==> src/rtl/single_port_blockram_controller_pkg.sv <==
// Shared types and constants for the single-port block RAM front end.
package single_port_blockram_controller_pkg;

    localparam int BYTE_LEN_IN_BITS = 8;

    typedef enum logic {
        STATE_INIT,
        STATE_RUN
    } ctrl_state_t;

    function automatic int fifo_count_width(input int depth);
        return $clog2(depth + 1);
    endfunction

endpackage

==> src/rtl/blockram_response_fifo.sv <==
// Synchronous FIFO holding read data until the consumer takes it.
module blockram_response_fifo
    import single_port_blockram_controller_pkg::*;
#(
    parameter int WIDTH = 64,
    parameter int DEPTH = 4,
    localparam int CNT_W = fifo_count_width(DEPTH),
    localparam int PTR_W = (DEPTH > 1) ? $clog2(DEPTH) : 1
) (
    input  logic             clk_in,
    input  logic             reset_in,
    input  logic             push_in,
    input  logic [WIDTH-1:0] push_data_in,
    input  logic             pop_in,
    output logic [WIDTH-1:0] pop_data_out,
    output logic             full_out,
    output logic             empty_out,
    output logic [CNT_W-1:0] count_out
);

    localparam logic [PTR_W-1:0] LAST_PTR = PTR_W'(DEPTH - 1);

    logic [WIDTH-1:0] storage [DEPTH];
    logic [PTR_W-1:0] wr_ptr;
    logic [PTR_W-1:0] rd_ptr;
    logic [CNT_W-1:0] count;
    logic             do_push;
    logic             do_pop;

    assign full_out     = (count == CNT_W'(DEPTH));
    assign empty_out    = (count == '0);
    assign count_out    = count;
    assign pop_data_out = storage[rd_ptr];
    assign do_push      = push_in && !full_out;
    assign do_pop       = pop_in && !empty_out;

    always_ff @(posedge clk_in) begin
        if (reset_in) begin
            wr_ptr <= '0;
            rd_ptr <= '0;
            count  <= '0;
        end else begin
            if (do_push) begin
                wr_ptr <= (wr_ptr == LAST_PTR) ? '0 : wr_ptr + 1'b1;
            end
            if (do_pop) begin
                rd_ptr <= (rd_ptr == LAST_PTR) ? '0 : rd_ptr + 1'b1;
            end
            unique case ({do_push, do_pop})
                2'b10:   count <= count + 1'b1;
                2'b01:   count <= count - 1'b1;
                default: count <= count;
            endcase
        end
    end

    // Payload storage carries no reset; only the pointers define validity.
    always_ff @(posedge clk_in) begin
        if (do_push) begin
            storage[wr_ptr] <= push_data_in;
        end
    end

endmodule

==> src/rtl/single_port_blockram_controller.sv <==
// Owns one single-port block RAM: clears it after reset, then serves a
// valid/ready request stream with buffered read responses.
module single_port_blockram_controller
    import single_port_blockram_controller_pkg::*;
#(
    parameter int SINGLE_ENTRY_SIZE_IN_BITS = 64,
    parameter int NUM_SET = 64,
    parameter int SET_PTR_WIDTH_IN_BITS = $clog2(NUM_SET),
    parameter int WRITE_MASK_LEN = SINGLE_ENTRY_SIZE_IN_BITS / BYTE_LEN_IN_BITS,
    parameter int RESP_FIFO_DEPTH = 4
) (
    input  logic                                 clk_in,
    input  logic                                 reset_in,
    output logic                                 init_done_out,
    input  logic                                 request_valid_in,
    output logic                                 request_ready_out,
    input  logic [WRITE_MASK_LEN-1:0]            request_write_en_in,
    input  logic [SET_PTR_WIDTH_IN_BITS-1:0]     request_set_addr_in,
    input  logic [SINGLE_ENTRY_SIZE_IN_BITS-1:0] request_write_entry_in,
    output logic                                 response_valid_out,
    input  logic                                 response_ready_in,
    output logic [SINGLE_ENTRY_SIZE_IN_BITS-1:0] response_read_entry_out,
    output logic                                 access_en_out,
    output logic [WRITE_MASK_LEN-1:0]            write_en_out,
    output logic [SET_PTR_WIDTH_IN_BITS-1:0]     access_set_addr_out,
    output logic [SINGLE_ENTRY_SIZE_IN_BITS-1:0] write_entry_out,
    input  logic [SINGLE_ENTRY_SIZE_IN_BITS-1:0] read_entry_in
);

    localparam int CNT_W = fifo_count_width(RESP_FIFO_DEPTH);
    localparam logic [SET_PTR_WIDTH_IN_BITS-1:0] LAST_SET =
        SET_PTR_WIDTH_IN_BITS'(NUM_SET - 1);
    localparam logic [CNT_W:0] DEPTH_LIMIT = (CNT_W + 1)'(RESP_FIFO_DEPTH);

    ctrl_state_t                      state_q;
    ctrl_state_t                      state_d;
    logic [SET_PTR_WIDTH_IN_BITS-1:0] init_addr_q;
    logic                             read_inflight_q;
    logic [CNT_W-1:0]                 fifo_count;
    logic                             fifo_full;
    logic                             fifo_empty;
    logic [CNT_W:0]                   occupancy;
    logic                             handshake;
    logic                             read_req;
    logic                             running;

    assign running   = !reset_in && (state_q == STATE_RUN);
    assign occupancy = {1'b0, fifo_count} + (CNT_W + 1)'(read_inflight_q);

    // An accepted read reserves its FIFO slot immediately, so the push a
    // cycle later can never meet a full FIFO.
    assign request_ready_out = running && !fifo_full && (occupancy < DEPTH_LIMIT);
    assign handshake         = request_valid_in && request_ready_out;
    assign read_req          = handshake && (request_write_en_in == '0);
    assign init_done_out     = running;

    always_comb begin
        state_d             = state_q;
        access_en_out       = 1'b0;
        write_en_out        = '0;
        access_set_addr_out = '0;
        write_entry_out     = '0;
        if (!reset_in) begin
            unique case (state_q)
                STATE_INIT: begin
                    access_en_out       = 1'b1;
                    write_en_out        = '1;
                    access_set_addr_out = init_addr_q;
                    if (init_addr_q == LAST_SET) begin
                        state_d = STATE_RUN;
                    end
                end
                STATE_RUN: begin
                    if (handshake) begin
                        access_en_out       = 1'b1;
                        write_en_out        = request_write_en_in;
                        access_set_addr_out = request_set_addr_in;
                        write_entry_out     = request_write_entry_in;
                    end
                end
                default: state_d = STATE_INIT;
            endcase
        end
    end

    always_ff @(posedge clk_in) begin
        if (reset_in) begin
            state_q         <= STATE_INIT;
            init_addr_q     <= '0;
            read_inflight_q <= 1'b0;
        end else begin
            state_q         <= state_d;
            read_inflight_q <= read_req;
            if (state_q == STATE_INIT) begin
                init_addr_q <= init_addr_q + 1'b1;
            end
        end
    end

    blockram_response_fifo #(
        .WIDTH (SINGLE_ENTRY_SIZE_IN_BITS),
        .DEPTH (RESP_FIFO_DEPTH)
    ) u_resp_fifo (
        .clk_in       (clk_in),
        .reset_in     (reset_in),
        .push_in      (read_inflight_q),
        .push_data_in (read_entry_in),
        .pop_in       (response_valid_out && response_ready_in),
        .pop_data_out (response_read_entry_out),
        .full_out     (fifo_full),
        .empty_out    (fifo_empty),
        .count_out    (fifo_count)
    );

    assign response_valid_out = !reset_in && !fifo_empty;

endmodule

==> config.mk <==
export PLATFORM = sky130hd
export DESIGN_NAME = single_port_blockram_controller
export DESIGN_NICKNAME = d
export VERILOG_FILES = /design/src/rtl/single_port_blockram_controller_pkg.sv /design/src/rtl/blockram_response_fifo.sv /design/src/rtl/single_port_blockram_controller.sv
export SDC_FILE = /design/constraint.sdc
export NUM_CORES = 1
export LEC_CHECK = 0
export ABC_AREA = 1
export BUFFER_PORTS_ARGS = -buffer_cell sky130_fd_sc_hd__buf_4
export CORE_AREA = 2 2 147 149
export CTS_CLUSTER_SIZE = 20
export DETAILED_ROUTE_END_ITERATION = 8
export DIE_AREA = 0 0 149 151
export GPL_TIMING_DRIVEN = 0
export PLACE_DENSITY = 0.9
export SETUP_SLACK_MARGIN = 0.02
export SLEW_MARGIN = 20
export SYNTH_ARGS = -nofsm -noshare
export SYNTH_HDL_FRONTEND = slang
export SYNTH_SLANG_ARGS = --single-unit
==> constraint.sdc <==
create_clock -name clk_in -period 5.1 [get_ports clk_in]
set_input_delay 0.255 -clock clk_in [delete_from_list [all_inputs] [get_ports clk_in]]
set_output_delay 0.255 -clock clk_in [all_outputs]
set_load 0.03 [all_outputs]
==> flow_metrics.py <==
metrics = {
    "clock_network": {
        "cts_tree": "done",
        "cts_setup_buffers": 0,
        "path_clk_slew_ns": 0.06,
        "cts.sinks": 273,
        "cts_buffer_depth": 3,
        "worst_skew_pair.late_latency_ns": 0.53,
        "cts_root_buf": "clkbuf_16",
        "htreeDepth": 1,
        "cts_buffers": 27,
    },
    "yosys": {
        "synth_seq_area_share": 0.732,
        "synth-async-reset-ratio": 0,
        "ys_ff_latch": 273,
        "syn-cell-area_um2": 11000,
        "syn_area_per_cell_um2": 12.1,
        "synth.distinct_cells": 26,
        "syn_inst": 904,
        "synth_nets": 1058,
        "synth-edff-count": 256,
        "yosysWarnings": 0,
        "ys.flop_type": "edfxtp_1",
    },
    "setup_path": {
        "critical_path_peak_fanout": 10,
        "path_class": "flip-flop to output pin",
        "slowest_stage": "dfxtp_1",
        "crit_arrival_ns": 2.26,
        "critical_path.cell_chain": "buf_4 > inv_2 > buf_2 > buf_2 > o21ai_0 > o22ai_1 > buf_4",
        "endpoint_kind": "output pin",
        "cp.required_ns": 4.85,
        "cp_slowest_stage_delay_ns": 0.33,
        "cp-start-kind": "flip-flop",
    },
    "die": {
        "ioPinCount": 292,
        "die_h_um": 151,
        "die_w_um": 149,
        "die-area_um2": 22500,
        "coreArea_um2": 20800,
        "rows": 53,
        "start_util": 0.527,
    },
    "pwr": {
        "p_per_area_nw_per_um2": 296,
        "finalPower_w": 0.00455,
        "vdd_drop_max_mv": 0.295,
        "p_leak_nw": 6.18,
    },
    "worst_hold_path": {
        "min_path_type": "input pin to flip-flop",
    },
    "final_layout": {
        "fin_nets": 1457,
        "final_common_cell": "buf_4",
        "final_cell_mix": "buf_4 (293), edfxtp_1 (256), nor2_1 (226)",
        "design_area_um2": 15400,
        "area_growth_pct": 40.1,
        "drive_gt1_frac": 0.298,
    },
    "routing": {
        "wl_per_cell_um": 19.1,
        "drtPass1Iterations": 5,
        "vias": 8640,
        "drt_iter0_drc": 743,
        "detail-route-antenna-nets": 0,
        "wl_um": 30700,
        "drcViolationCount": 0,
        "viasPerCell": 5.40,
    },
    "sta": {
        "maxSlewHeadroom": 0.537,
        "max_freq_mhz": 397,
        "hold_slack_ns": 0.143,
        "period_share": 0.494,
        "drv_slew": 0,
        "grt_setup_unrepaired": "no",
        "skew_ns": 0.0160,
        "finalSetupViolations": 0,
        "tns_ns": 0,
        "final_hold_viol_count": 0,
        "period_minus_slack_ns": 2.52,
        "tightest_slew_ns": 0.693,
    },
    "global_routing": {
        "grt_max_degree": 24,
        "grt_use_total": 0.264,
        "grt_overflow": 0,
        "antenna_found_initial": 0,
        "grt_pass1_vias": 8368,
        "grt_pass1_wl_um": 45700,
    },
    "outcome": {
        "status": "completed",
    },
    "placed_design": {
        "globalplace.congestion": 0.902,
        "port_buffers": 291,
        "hpwl_um": 20200,
        "dpl_cell_area_um2": 13800,
    },
    "flow_run": {
        "cap_violations": 0,
    },
}
-- final timing paths --
| check | start | to | slack, ns | cells past startpoint |
|---|---|---|---|---|
| worst max register to register | u_resp_fifo.count_out[1] | u_resp_fifo.count_out[2] | 2.84 | 11 |
| worst max-delay path | flip-flop | response_read_entry_out[48] | 2.58 | 7 |
| worst min register to register | init_addr_q[1] | init_addr_q[1] | 0.51 | 2 |
| worst min-delay path | response_ready_in | flip-flop | 0.14 | 4 |
-- cell usage after synthesis (4+ instances only) --
master / count / area (um2)
a21oi_1: 9 / 45.0
buf_2: 18 / 90.1
buf_6: 6 / 67.6
clkbuf_1: 24 / 90.1
dfxtp_1: 17 / 340
edfxtp_1: 256 / 7690
ha_1: 7 / 87.6
inv_1: 82 / 308
nand2_1: 18 / 67.6
nand3_1: 4 / 20.0
nor2_1: 230 / 863
nor2_2: 10 / 62.6
o21ai_0: 138 / 691
o22ai_1: 64 / 400
-- power by group --
| part | switching [W] | leakage [nW] | internal, W |
|---|---|---|---|
| Combinational | 0.0000826 | 3.32 | 0.000119 |
| Sequential | 0.00000176 | 2.44 | 0.00245 |
| Clock | 0.000799 | 0.425 | 0.00110 |
| Total | 0.000883 | 6.18 | 0.00366 |
-- timing repair --
action                    CTS  global route
hold buffers               67             0
resized for setup           0             0
hold endpoints to repair  258             0
-- worst max-delay path, delay by kind of cell (launching register included) --
family	cells	cell delay, ns
buffers and inverters	5	1.02
AOI/OAI and AO/OA	2	0.39
DFF	1	0.33
-- state kept, by name, indices dropped and copies added (netlist names), named ones only --
| register | flops |
|---|---|
| u_resp_fifo.storage | 256 |
| u_resp_fifo.rd_ptr | 2 |
| init_addr_q | 6 |
| state_q | 1 |
| u_resp_fifo.count_out | 3 |
| u_resp_fifo.wr_ptr | 2 |
| read_inflight_q | 1 |
-- logic make-up after synthesis --
family	count (synthesis)	share of synthesized area
fa+ha+maj	8	0.00981
buf+inv	137	0.0540
flops	273	0.732
mux	2	0.00183
compound gates	213	0.105
simple gates	271	0.0974
-- cell type report --
cell class / instances / area, um2
Sequential cell: 273 / 8030
Fill cell: 1299 / 5460
Timing Repair Buffer: 370 / 3160
Multi-Input combinational cell: 494 / 2380
Clock buffer: 38 / 767
Tap cell: 275 / 344
Inverter: 85 / 319
Buffer: 52 / 273
Clock inverter: 12 / 88.8
Antenna cell: 2 / 5.00
-- stage by stage --
stage                     utilization  setup WS, ns  cells
final                           0.738          2.58   1601
after global routing            0.738          2.46   1599
after CTS                       0.738          2.59   1599
after detailed placement        0.664          2.87   1482
after global placement          0.648        -0.699   1470
after floorplan                     -          1.34    904
-- metal layers --
| layer | share of wire | vias to the layer above | global-route usage |
|---|---|---|---|
| met5 | 0 | - | 0 |
| li1 | - | 3968 | - |
| met3 | 0.077 | 73 | 0.0488 |
| met4 | 0.030 | 0 | 0.0767 |
| met2 | 0.50 | 452 | 0.453 |
| met1 | 0.39 | 4147 | 0.347 |
No activity file was read; power rests on OpenSTA's default activity.
